File: src/rtl/lfsr_rng_if.sv
// lfsr_rng draw/seed bundle.
// Master drives control; slave returns draws.
interface lfsr_rng_if #(
  parameter int WIDTH = 16,
  parameter int OUT_W = 2
);
  logic             MODE;
  logic             SEED_LD;
  logic [WIDTH-1:0] SEED_IN;
  logic             REQ;
  logic             BUSY;
  logic             VALID;
  logic [OUT_W-1:0] RAND;

  modport master (
    output MODE, SEED_LD, SEED_IN, REQ,
    input  BUSY, VALID, RAND
  );

  modport slave (
    input  MODE, SEED_LD, SEED_IN, REQ,
    output BUSY, VALID, RAND
  );
endinterface

File: src/rtl/lfsr_rng.sv
// Galois LFSR / legacy counter RNG.
// Draws OUT_W bits per request via REQ/VALID.
module lfsr_rng #(
  parameter int             WIDTH = 16,
  parameter int             OUT_W = 2,
  parameter logic [WIDTH-1:0] TAPS = WIDTH'(16'hB400),
  parameter logic [WIDTH-1:0] SEED = WIDTH'(16'hACE1)
) (
  input  logic       CLK,
  input  logic       RST,
  lfsr_rng_if.slave  bus
);

  localparam int CW = (OUT_W > 1) ? $clog2(OUT_W) : 1;
  localparam logic [CW-1:0] CNT_LAST = CW'(OUT_W - 1);

  typedef enum logic {
    IDLE,
    COLLECT
  } state_e;

  logic [WIDTH-1:0] s_q;
  logic [WIDTH-1:0] s_d;
  logic [WIDTH-1:0] s_lfsr;

  state_e           state_q;
  logic [CW-1:0]    cnt_q;
  logic [OUT_W-1:0] col_q;
  logic [OUT_W-1:0] col_shift;
  logic             busy_q;
  logic             valid_q;
  logic [OUT_W-1:0] rand_q;

  // Next state: reset > reload > lockup > advance.
  always_comb begin
    s_lfsr = (s_q >> 1) ^ (s_q[0] ? TAPS : '0);
    s_d    = s_q + WIDTH'(1);
    if (RST) begin
      s_d = bus.MODE ? SEED : '0;
    end else if (bus.SEED_LD) begin
      s_d = bus.SEED_IN;
    end else if (bus.MODE && (s_q == '0)) begin
      s_d = SEED;
    end else if (bus.MODE) begin
      s_d = s_lfsr;
    end
  end

  // Free-running state register.
  always_ff @(posedge CLK) begin
    s_q <= s_d;
  end

  // First sample ends up in the MSB.
  always_comb begin
    col_shift = (col_q << 1) | OUT_W'(s_q[0]);
  end

  // Draw FSM with registered outputs.
  always_ff @(posedge CLK) begin
    if (RST) begin
      state_q <= IDLE;
      cnt_q   <= '0;
      col_q   <= '0;
      busy_q  <= 1'b0;
      valid_q <= 1'b0;
      rand_q  <= '0;
    end else begin
      valid_q <= 1'b0;
      unique case (state_q)
        IDLE: begin
          if (bus.REQ) begin
            state_q <= COLLECT;
            cnt_q   <= '0;
            busy_q  <= 1'b1;
          end
        end
        COLLECT: begin
          col_q <= col_shift;
          cnt_q <= cnt_q + CW'(1);
          if (cnt_q == CNT_LAST) begin
            state_q <= IDLE;
            busy_q  <= 1'b0;
            valid_q <= 1'b1;
            rand_q  <= bus.MODE ? col_shift
                                : s_q[OUT_W-1:0];
          end
        end
        default: state_q <= IDLE;
      endcase
    end
  end

  assign bus.BUSY  = busy_q;
  assign bus.VALID = valid_q;
  assign bus.RAND  = rand_q;

endmodule

File: src/flat_wrapper.sv
// flat-port wrapper written by rule: the top's interface ports become plain ports
module lfsr_rng_flat 
#(
  parameter int             WIDTH = 16,
  parameter int             OUT_W = 2,
  parameter logic [WIDTH-1:0] TAPS = WIDTH'(16'hB400),
  parameter logic [WIDTH-1:0] SEED = WIDTH'(16'hACE1)
)
  (CLK, RST, bus_MODE, bus_SEED_LD, bus_SEED_IN, bus_REQ, bus_BUSY, bus_VALID, bus_RAND);
  lfsr_rng_if #(.WIDTH(WIDTH), .OUT_W(OUT_W)) bus_i ();
  input  logic CLK;
  input  logic RST;
  input wire logic [$bits(bus_i.MODE)-1:0] bus_MODE;
  input wire logic [$bits(bus_i.SEED_LD)-1:0] bus_SEED_LD;
  input wire logic [$bits(bus_i.SEED_IN)-1:0] bus_SEED_IN;
  input wire logic [$bits(bus_i.REQ)-1:0] bus_REQ;
  output wire logic [$bits(bus_i.BUSY)-1:0] bus_BUSY;
  output wire logic [$bits(bus_i.VALID)-1:0] bus_VALID;
  output wire logic [$bits(bus_i.RAND)-1:0] bus_RAND;
  assign bus_i.MODE = bus_MODE;
  assign bus_i.SEED_LD = bus_SEED_LD;
  assign bus_i.SEED_IN = bus_SEED_IN;
  assign bus_i.REQ = bus_REQ;
  assign bus_BUSY = bus_i.BUSY;
  assign bus_VALID = bus_i.VALID;
  assign bus_RAND = bus_i.RAND;
  lfsr_rng #(.WIDTH(WIDTH), .OUT_W(OUT_W), .TAPS(TAPS), .SEED(SEED)) u_core (.CLK(CLK), .RST(RST), .bus(bus_i));
endmodule
File: config.mk
export PLATFORM = sky130hd
export DESIGN_NAME = lfsr_rng_flat
export DESIGN_NICKNAME = d
export VERILOG_FILES = /design/src/rtl/lfsr_rng_if.sv /design/src/rtl/lfsr_rng.sv /design/src/flat_wrapper.sv
export SDC_FILE = /design/constraint.sdc
export NUM_CORES = 1
export LEC_CHECK = 0
export ABC_AREA = 1
export BUFFER_PORTS_ARGS = -buffer_cell sky130_fd_sc_hd__buf_2
export CAP_MARGIN = 20
export CORE_AREA = 8 8 72 74
export CTS_CLUSTER_SIZE = 8
export DETAILED_ROUTE_END_ITERATION = 10
export DIE_AREA = 0 0 80 82
export SYNTH_ARGS = -nofsm -noshare
export SYNTH_HDL_FRONTEND = slang
export SYNTH_SLANG_ARGS = --single-unit
File: constraint.sdc
create_clock -name CLK -period 1.6 [get_ports CLK]
set_input_delay 0.4 -clock CLK [delete_from_list [all_inputs] [get_ports CLK]]
set_output_delay 0.4 -clock CLK [all_outputs]
set_load 0.1 [all_outputs]
# After elaboration in Yosys (flattened, before gate mapping)

Cells that the tools add are included.

Register bits after elaboration: 23
Output and inout bits: 4
Logic and storage cells: 35

$add $sub $neg: 2
Equality and inequality tests: 2
Multiplexer cells: 16
Bitwise logic cells: 3
Reductions and logical operators: 5

Operator list:

| operator              | count |
|---|---|
| $mux 16               | 6 |
| $add 16x1->16 const B | 1 |
| $logic_not 16->1      | 1 |
| $xor 15x16->16        | 1 |
| $mux 1                | 6 |
| $pmux 1 s2            | 3 |
| $ne 2x2->1 const B    | 2 |
| $reduce_and 2->1      | 2 |
| $mux 2                | 1 |
| $or 2x1->2            | 1 |
| $reduce_or 2->1       | 1 |
| $add 1x1->1 const B   | 1 |
| $logic_and 1x1->1     | 1 |
| $not 1->1             | 1 |

# Longest topological paths before layout

Word-level depth: 6
Mapped depth: 13
Gate-level depth less buffers: 12

# Worst setup path after synthesis

OpenSTA, ideal clock, no wires.

Path type: reg2reg
Start point: register u_core.s_q[0]
End point: register u_core.s_q[13]
Setup time: 0.120 ns
Arrival: 1.308 ns
Data required time: 1.480 ns
Slack: 0.172 ns
Stages on the path, launching flop included: 14
Path through: dfxtp_1 -> buf_2 -> inv_1 -> ha_1 -> inv_1 -> nor2_1 -> nand2_1 -> nor2_1 -> nand2_1 -> nand2_2 -> nor2_1 -> nand2_1 -> nand2_1 -> nand2_1

Cells in the longest elaborated chain, start to end: 6

Ends and longest elaborated chain:

| element                                                               | RTL line       | source |
|---|---|---|
| start, declared                                                       | lfsr_rng.sv:22 | `logic [WIDTH-1:0] s_q;` |
| start signal, assigned                                                | lfsr_rng.sv:51 | `s_q <= s_d;` |
| parallel branches: the longest is 3 deep, another holds $add 16x1->16 | --             |  |
| $mux 16 (*)                                                           | lfsr_rng.sv:42 | `end else if (bus.MODE && (s_q == '0)) begin` |
| $mux 16 (*)                                                           | lfsr_rng.sv:40 | `end else if (bus.SEED_LD) begin` |
| $mux 16 (*)                                                           | lfsr_rng.sv:38 | `if (RST) begin` |
| named net u_core.s_d[13]                                              | lfsr_rng.sv:23 | `logic [WIDTH-1:0] s_d;` |

Mark *: on every way through the listed nets, which the timed path passes.
A chain may end at the register's enable or synchronous reset.

# Worst setup path after layout

Start point: register u_core.rand_q[1], in the netlist u_core.bus.RAND[1]
End point: output port bus_RAND[1]

RTL lines:

| element                | RTL line           | source |
|---|---|---|
| start, declared        | lfsr_rng.sv:32     | `logic [OUT_W-1:0] rand_q;` |
| start signal, assigned | lfsr_rng.sv:85     | `rand_q <= bus.MODE ? col_shift` |
| end, declared          | flat_wrapper.sv:19 | `output wire logic [$bits(bus_i.RAND)-1:0] bus_RAND;` |

No word-level cell between the ends.

==> flow_summary.ini <==
[outcome]
status = complete, no violations

[worst_setup_path]
cp-start-kind = flop
r2r_start = u_core.s_q[7]$_DFF_P_
worstSetupPathType = reg -> out
startpoint = u_core.bus.RAND[1]$_SDFFE_PP0P_
path_depth = 1
worstPathRequired_ns = 1.20
critical_path.max_stage_delay_ns = 0.43
crit_family = buffers and inverters
cp_max_fo = 2
cp.arrival_ns = 1.03
reg2reg_depth = 9
worst-r2r-setup-slack_ns = 0.18
cp_num_buf_inv = 1
crit_slowest_cell = buf_2
r2r-end = u_core.s_q[13]$_DFF_P_
worst_setup_path_end_kind = primary output
crit_path_end = bus_RAND[1]
path_cells = buf_2

[floorplan]
rows = 24
io_pins = 25
die_area_mm2 = 0.00656
coreArea_mm2 = 0.00414
die_width_um = 80
dieHeight_um = 82
start_util_pct = 37.5

[hold_path]
hold_class = in -> reg

[route]
antenna_left = 0
drt-total-wl_um = 4150
first_pass_iters = 4
num_vias = 1647
drc_errors = 0
wire_per_inst_um = 12.2
drtIter0Drc = 117
viasPerCell = 4.86

[clock_tree]
h-tree-depth = 1
cts_buffers = 3
clock_path_buffers = 2
clk_pin_slew_ns = 0.09
ctsHoldBuffers = 0
clockRootBuffer = clkbuf_8
clk_latency_ns = 0.27
postCtsSetupRepairBufs = 0
cts_resized = 0
cts.sinks = 23
cts_tree = built

[global_routing]
grt_use_total_pct = 13.4
grt_pass1_vias = 1650
grt_max_degree = 20
grt_pass1_wl_um = 7200
grt_remaining_overflow = 0
antenna_found_initial = 0

[timing]
whs_ns = 0.361
setup-tns-final_ns = 0
post-route-period-util_pct = 89.2
hold_violations = 0
worst_pin_slew_ns = 0.490
fmax_mhz = 701
rsz0062_at_grt = false
fin_skew_ns = 0.00473
post-route-min-period_ns = 1.43
slew_violations = 0
slew_headroom_pct = 67.6
setup_violations = 0

[layout]
antenna_cells = 0
final_core_util_pct = 43.4
final_nets = 311
fillers = 462
area_growth_pct = 15.7
final_cell_mix = nand2_1, nor2_1, buf_2
final_common_cell = nand2_1
design_area_mm2 = 0.00180
final_layout_size_suffix_gt1_share_pct = 20.6

[pwr]
ir_worst_vdd_mv = 0.491
p_per_area_mw_per_mm2 = 759
leakagePower_uw = 0.000865

[logic_synthesis]
yosysWarnings = 0
ys.flop_type = dfxtp_1
synthCells = 260
syn_area_per_cell_um2 = 5.98
synthArstFlopShare_pct = 0
synth_edf_count = 0
synth_cell_types = 24
synth_seq_area_share_pct = 29.6
synth-seq-cells = 23
syn_area_mm2 = 0.00156
synth_nets = 283

[place]
place_congestion = 0.930
placed_area_mm2 = 0.00175
io_buffers = 24
place_hpwl_um = 3180

[job]
drv_cap = 0
[area by class of cell]
| type | count | area, um^2 | area share [%] |
|---|---|---|---|
| Timing Repair Buffer | 31 | 173 | 9.60 |
| Clock buffer | 3 | 41.3 | 2.29 |
| Tap cell | 52 | 65.1 | 3.62 |
| Multi-Input combinational cell | 204 | 958 | 53.3 |
| Clock inverter | 1 | 5.00 | 0.278 |
| Inverter | 25 | 93.8 | 5.22 |
| Sequential cell | 23 | 463 | 25.7 |
[metrics by stage]
| step | power (uW) | setup slack, ns | instances |
|---|---|---|---|
| after floorplan | 903 | 0.172 | 260 |
| after global placement | 1000 | 0.121 | 335 |
| after detailed placement | 1000 | 0.0941 | 335 |
| after CTS | 1380 | 0.0787 | 339 |
| after global routing | 1460 | 0.0232 | 339 |
| final | 1370 | 0.173 | 339 |
[worst min path at each step]
stage / startpoint / endpoint / depth (start not counted)
floorplan: u_core.cnt_q$_SDFFE_PP0P_ / u_core.cnt_q$_SDFFE_PP0P_ / 2
global placement: u_core.bus.BUSY$_SDFFE_PP0P_ / u_core.bus.BUSY$_SDFFE_PP0P_ / 2
detailed placement: u_core.bus.BUSY$_SDFFE_PP0P_ / u_core.bus.BUSY$_SDFFE_PP0P_ / 2
CTS: bus_REQ / u_core.state_q$_SDFF_PP0_ / 3
global route: bus_REQ / u_core.state_q$_SDFF_PP0_ / 3
finish: bus_REQ / u_core.state_q$_SDFF_PP0_ / 3
[synth_stat cells, types with 4 or more instances]
cell type | count | area, um^2
nand2_1 | 79 | 297
nor2_1 | 52 | 195
dfxtp_1 | 23 | 460
inv_1 | 21 | 78.8
nand3_1 | 21 | 105
a21oi_1 | 13 | 65.1
o21ai_0 | 8 | 40.0
nand2_2 | 5 | 31.3
nand4_1 | 5 | 31.3
buf_4 | 4 | 30.0
inv_2 | 4 | 15.0
nor2_4 | 4 | 45.0
[registers in the layout, indices dropped and copies added, names as in the netlist]
signal,cells
u_core.bus.RAND,2
u_core.bus.VALID,1
u_core.s_q,16
u_core.state_q,1
u_core.col_q,1
u_core.cnt_q,1
u_core.bus.BUSY,1
[per-layer routing]
layer | global-route usage (%) | vias to the layer above | routed length (um) | part of all wire (%)
li1 | - | 874 | - | -
met1 | 16.1 | 740 | 1940 | 47
met2 | 24.7 | 29 | 2020 | 49
met3 | 1.64 | 4 | 142 | 3.4
met4 | 3.45 | 0 | 36 | 0.87
met5 | 0 | - | 0 | 0
[cells by family (layout without fill, tap and decap cells)]
kind of cell	Yosys count	count (layout)	synth area share, %
AO/OA/AOI/OAI	29	29	10.5
XOR/XNOR	1	1	0.563
adder cells (fa/ha/maj)	2	2	1.61
buffers and inverters	33	60	9.09
flip-flops	23	23	29.6
AND/OR/NAND/NOR	172	172	48.7
[power breakdown]
| part | internal, uW | switching [uW] | total, uW |
|---|---|---|---|
| combinational | 118 | 189 | 307 |
| clock | 174 | 203 | 377 |
| sequential | 618 | 64.6 | 683 |
| total | 910 | 456 | 1370 |
Power figures use the tool's default switching activity.
